===== config.mk =====
export PLATFORM = sky130hd
export DESIGN_NAME = drawbridge_seq_ctrl
export DESIGN_NICKNAME = d
export VERILOG_FILES = /design/src/rtl/drawbridge_pkg.sv /design/src/rtl/dwell_timer.sv /design/src/rtl/drawbridge_seq_ctrl.sv
export SDC_FILE = /design/constraint.sdc
export NUM_CORES = 1
export LEC_CHECK = 0
export CAP_MARGIN = 25
export CORE_MARGIN = 1.5
export CORE_UTILIZATION = 51
export DETAILED_ROUTE_END_ITERATION = 10
export PLACE_DENSITY = 0.83
export SETUP_SLACK_MARGIN = 0.4
export SLEW_MARGIN = 5
export SYNTH_ARGS = -nofsm -noshare
export SYNTH_HDL_FRONTEND = slang
export SYNTH_SLANG_ARGS = --single-unit

===== constraint.sdc =====
create_clock -name clk -period 2.7 [get_ports clk]
set_clock_uncertainty 0.05 [all_clocks]
set_input_delay 0.405 -clock clk [delete_from_list [all_inputs] [get_ports clk]]
set_output_delay 0.405 -clock clk [all_outputs]
set_load 0.03 [all_outputs]

===== src/rtl/drawbridge_pkg.sv =====
// Shared state encoding and Moore output decode for the drawbridge sequencer.
// Pure declarations: no latency, no flow control.
package drawbridge_pkg;

    localparam int GATE_MAX = 16;

    typedef enum logic [2:0] {
        S_IDLE     = 3'd0,
        S_WARN     = 3'd1,
        S_GATES_DN = 3'd2,
        S_RAISE    = 3'd3,
        S_OPEN     = 3'd4,
        S_LOWER    = 3'd5,
        S_GATES_UP = 3'd6,
        S_FAULT    = 3'd7
    } state_t;

    typedef struct packed {
        logic road_go;
        logic warn_light;
        logic gates_lower;
        logic motor_up;
        logic motor_dn;
        logic vessel_go;
        logic fault;
    } drive_t;

    // Each motor is driven from exactly one state, so up/down can never overlap.
    function automatic drive_t decode_drive(state_t s);
        drive_t d;
        d = '0;
        case (s)
            S_IDLE:     d.road_go = 1'b1;
            S_WARN:     d.warn_light = 1'b1;
            S_GATES_DN: begin
                d.warn_light  = 1'b1;
                d.gates_lower = 1'b1;
            end
            S_RAISE: begin
                d.warn_light  = 1'b1;
                d.gates_lower = 1'b1;
                d.motor_up    = 1'b1;
            end
            S_OPEN: begin
                d.gates_lower = 1'b1;
                d.vessel_go   = 1'b1;
            end
            S_LOWER: begin
                d.warn_light  = 1'b1;
                d.gates_lower = 1'b1;
                d.motor_dn    = 1'b1;
            end
            S_GATES_UP: d.warn_light = 1'b1;
            S_FAULT: begin
                d.fault       = 1'b1;
                d.warn_light  = 1'b1;
                d.gates_lower = 1'b1;
            end
            default: d = '0;
        endcase
        return d;
    endfunction

endpackage


===== src/rtl/dwell_timer.sv =====
// Saturating dwell counter; clr wins over en, count updates one cycle after inputs.
// No flow control: counts every enabled cycle and sticks at all-ones.
module dwell_timer #(
    parameter int TW = 16
) (
    input  logic          clk,
    input  logic          rst,
    input  logic          clr,
    input  logic          en,
    output logic [TW-1:0] count
);

    always_ff @(posedge clk) begin
        if (rst || clr) begin
            count <= '0;
        end else if (en && (count != {TW{1'b1}})) begin
            count <= count + 1'b1;
        end
    end

endmodule


===== src/rtl/drawbridge_seq_ctrl.sv =====
// Bridge sequencer: warning, barriers, deck motion, timed open hold, motor-timeout fault.
// Moore outputs follow the registered state one cycle after a transition; no backpressure.
module drawbridge_seq_ctrl #(
    parameter int N_GATES    = 4,
    parameter int TW         = 16,
    parameter int WARN_CYC   = 8,
    parameter int MOTOR_TO   = 64,
    parameter int HOLD_CYC   = 32,
    parameter bit AUTO_CLOSE = 1'b1
) (
    input  logic               clk,
    input  logic               rst,
    input  logic               req_open,
    input  logic               req_close,
    input  logic               obstruct,
    input  logic               vessel_present,
    input  logic [N_GATES-1:0] gate_down,
    input  logic               deck_up,
    input  logic               deck_down,
    input  logic               fault_clr,
    output logic               road_go,
    output logic               warn_light,
    output logic [N_GATES-1:0] gate_cmd,
    output logic               motor_up,
    output logic               motor_dn,
    output logic               vessel_go,
    output logic               fault,
    output logic [2:0]         state_o
);
    import drawbridge_pkg::*;

    if (N_GATES < 1 || N_GATES > GATE_MAX) begin : g_bad_gates
        $error("drawbridge_seq_ctrl: N_GATES out of range");
    end
    if (WARN_CYC < 1 || HOLD_CYC < 1 || MOTOR_TO < 2) begin : g_bad_min
        $error("drawbridge_seq_ctrl: cycle parameter below minimum");
    end
    if (longint'(WARN_CYC) > (64'd1 << TW) || longint'(MOTOR_TO) > (64'd1 << TW) ||
        longint'(HOLD_CYC) > (64'd1 << TW)) begin : g_bad_tw
        $error("drawbridge_seq_ctrl: cycle parameter exceeds timer range");
    end

    localparam logic [TW-1:0] WARN_LIM  = TW'(WARN_CYC - 1);
    localparam logic [TW-1:0] MOTOR_LIM = TW'(MOTOR_TO - 1);
    localparam logic [TW-1:0] HOLD_LIM  = TW'(HOLD_CYC - 1);

    state_t        state;
    state_t        state_nxt;
    logic [TW-1:0] timer;
    logic          timer_clr;
    logic          timed_out;
    logic          deck_conflict;
    drive_t        drv;

    dwell_timer #(.TW(TW)) u_dwell (
        .clk   (clk),
        .rst   (rst),
        .clr   (timer_clr),
        .en    (1'b1),
        .count (timer)
    );

    always_ff @(posedge clk) begin
        if (rst) begin
            state <= S_IDLE;
        end else begin
            state <= state_nxt;
        end
    end

    assign timed_out     = (timer == MOTOR_LIM);
    assign deck_conflict = deck_up && deck_down;

    always_comb begin
        state_nxt = state;
        case (state)
            S_IDLE: begin
                if (req_open && !obstruct) state_nxt = S_WARN;
            end
            S_WARN: begin
                if (obstruct)                  state_nxt = S_IDLE;
                else if (timer == WARN_LIM)    state_nxt = S_GATES_DN;
            end
            S_GATES_DN: begin
                if (&gate_down)                state_nxt = S_RAISE;
                else if (timed_out)            state_nxt = S_FAULT;
            end
            S_RAISE: begin
                if (deck_conflict)             state_nxt = S_FAULT;
                else if (deck_up)              state_nxt = S_OPEN;
                else if (timed_out)            state_nxt = S_FAULT;
            end
            S_OPEN: begin
                if (req_close || (AUTO_CLOSE && (timer == HOLD_LIM) && !vessel_present))
                    state_nxt = S_LOWER;
            end
            S_LOWER: begin
                if (deck_conflict)             state_nxt = S_FAULT;
                else if (deck_down)            state_nxt = S_GATES_UP;
                else if (timed_out)            state_nxt = S_FAULT;
            end
            S_GATES_UP: begin
                if (~|gate_down)               state_nxt = S_IDLE;
                else if (timed_out)            state_nxt = S_FAULT;
            end
            S_FAULT: begin
                if (fault_clr)                 state_nxt = deck_down ? S_GATES_UP : S_LOWER;
            end
            default:                           state_nxt = S_IDLE;
        endcase
    end

    // A vessel in the channel restarts the open hold so auto-close waits for a clear channel.
    assign timer_clr = (state_nxt != state) || ((state == S_OPEN) && vessel_present);

    assign drv        = decode_drive(state);
    assign road_go    = drv.road_go;
    assign warn_light = drv.warn_light;
    assign gate_cmd   = {N_GATES{drv.gates_lower}};
    assign motor_up   = drv.motor_up;
    assign motor_dn   = drv.motor_dn;
    assign vessel_go  = drv.vessel_go;
    assign fault      = drv.fault;
    assign state_o    = state;

endmodule


==> qor.yml <==
run_status:
  outcome: "finished, final reports clean"
synthesis:
  yosysSeqAreaShare: 0.277
  avgSynthCellArea_um2: 8.68
  synth_compound_gate_area_share: 0.109
  synth_edf_count: 0
  yosys.area_share.xor_xnor: 0.0575
  synthAdderAreaFrac: 0.00912
  synth_area_um2: 1370
  async_flop_share: 0
  synth_cell_type_count: 50
  muxShareOfSynthArea: 0.0365
  ys.warnings.count: 0
  synth_top_family_by_area: "simple AND/OR/NAND/NOR gates"
  syn_nets: 172
  syn_inst: 158
  yosys.area_share.simple: 0.439
  ys_ff_latch: 19
  ys.flop_type: "dfxtp_1"
grt:
  grt_overflow: 0
  grt_pass1_wl_mm: 5.29
  grt_start_max_net_pins: 21
  grt_pass1_vias: 1198
  antenna_found_initial: 0
  track_usage: 0.246
clock_tree:
  h-tree-depth: 1
  clock-root-buffer: "clkbuf_4"
  clock_path_buffers: 2
  cts_inserted_buffers: 3
  cts_tree: "yes"
  clock-sinks: 19
  clock_latency_ps: 320
  path_clk_slew_ps: 110
  hold_buffers: 0
floorplan:
  chipHeight_um: 54.9
  fp.coreArea_um2: 2500
  num_io_pins: 26
  rows: 18
  start_util: 0.549
  die_w_um: 54.9
  die_area_um2: 3010
sta:
  period_needed_ps: 2260
  hold_viol_final: 0
  setup_violations: 0
  fin_setup_tns_ps: 0
  worstMarginPinSlew_ps: 396
  finalMaxSlewViolations: 0
  timing.slew.headroom: 0.734
  fin_ws_ps: 438
  post-route-period-util: 0.838
  rsz0062_at_grt: "true"
  fmax_ghz: 0.442
detailed_routing:
  drcViolationCount: 0
  drt_iter0_drc: 37
  viasPerCell: 6.32
  avgRoutedWirePerCell_um: 17.0
  ant_nets: 0
  drt-total-wl_mm: 3.64
  first_pass_iters: 4
  via_count: 1353
power_and_ir_drop:
  static-leakage-power_uw: 0.000670
  ir_drop_v: 0.000416
  p_per_area_nw_per_um2: 305
min_path:
  min_path_cells: 2
  min-delay-start: "u_dwell.count[1]"
  hp-class: "register to register"
placed_design:
  gp_congestion: 0.845
  dpl.hpwl_mm: 2.45
  pre_cts_ws_ps: -79.3
  place_area_um2: 1620
  place_inst: 207
  portBuffers: 25
worst_setup_path:
  worst_setup_path_end_kind: "register"
  worstPathArrival_ps: 2470
  critPathMaxFanout: 8
  regToRegStartpoint: "u_dwell.count[0]"
  crit_required_ps: 2910
  crit_path_start: "u_dwell.count[0]"
  start_kind: "register"
  rr_worst_depth: 7
  crit_type: "register to register"
layout:
  stdcell_area_um2: 1800
  drive_above_1_share: 0.321
  final_common_cell: "nor3_2"
  areaGrowthSynthToFinish_pct: 31.4
  final_util: 0.721
  fin_cells: 214
  diodes: 0
  layout_common_cells: "nor3_2 (18), clkdlybuf4s50_1 (15), dfxtp_1 (12), nor2_1 (9), nand4_1 (9)"
  layout.nets: 199
flow_run:
  cap_violations: 0
per-stage QoR:
step	total power, uW	hold WS (ps)
2_1_floorplan	358	417
3_3_place_gp	387	514
3_5_place_dp	392	510
4_1_cts	536	531
5_1_grt	575	590
6_report	549	565
cells in the mapped netlist (4+ instances only):
library cell | n | area share
nand3_1 | 5 | 0.018
dfxtp_1 | 19 | 0.28
nor3_2 | 10 | 0.073
mux2i_1 | 5 | 0.036
a21oi_1 | 5 | 0.018
nor3_1 | 15 | 0.055
nor4b_1 | 4 | 0.026
o21ai_0 | 6 | 0.022
nand2_1 | 8 | 0.022
nor2_1 | 9 | 0.025
xnor2_1 | 6 | 0.038
nand4_1 | 9 | 0.041
buf_4 | 5 | 0.027
sequential cells by signal, indices dropped and copies added, names as in the netlist:
name and count:
state_o 3, u_dwell.count 16
layer usage:
metal,part of all wire,wire length [um],up-vias,GRT usage
li1,-,-,651,-
met1,0.42,1540,659,0.321
met2,0.51,1840,34,0.403
met3,0.051,186,9,0.0410
met4,0.017,61,0,0.0917
met5,0,0,-,0
worst paths after layout:
| kind | end | slack (ps) |
|---|---|---|
| worst min register to register | u_dwell.count[1] | 570 |
| worst max register to register | u_dwell.count[9] | 440 |
| worst min-delay path | u_dwell.count[1] | 570 |
| worst max-delay path | u_dwell.count[9] | 440 |
timing repair:
item / 4_1_cts / 5_1_grt
buffers inserted: 1 / 1
cloned: 1 / 0
resized for setup: 9 / 27
pin swaps: 1 / 10
setup endpoints to repair: 20 / 22
cell families (layout without fill, tap and decap cells):
logic type,after synthesis,count (layout)
adder cells (fa/ha/maj),1,1
AO/OA/AOI/OAI,23,23
XOR/XNOR,9,9
flip-flops,19,19
multiplexers,5,5
buffers and inverters,12,37
AND/OR/NAND/NOR,89,90
worst max-delay path, cell delays in order (launching register included):
cell and delay (ps):
dfxtp_4 350, ha_2 200, and3_4 190, nand4_1 160
nor2_4 50, or3_4 390, or4b_4 640, nor3_2 150
where the power goes:
group	internal (uW)	total, uW	switching, uW
Combinational	47.1	103	55.7
Sequential	285	295	9.51
Clock	55.7	151	95.7
Total	388	549	161
layout make-up:
type / instances / area, um^2
clock buffer: 3 / 22.5
clock inverter: 1 / 5.00
fill: 180 / 698
inverter: 2 / 7.51
multi-input combinational: 128 / 1030
sequential: 19 / 397
tap: 30 / 37.5
timing repair buffer: 31 / 305
Power figures use the tool's default switching activity.
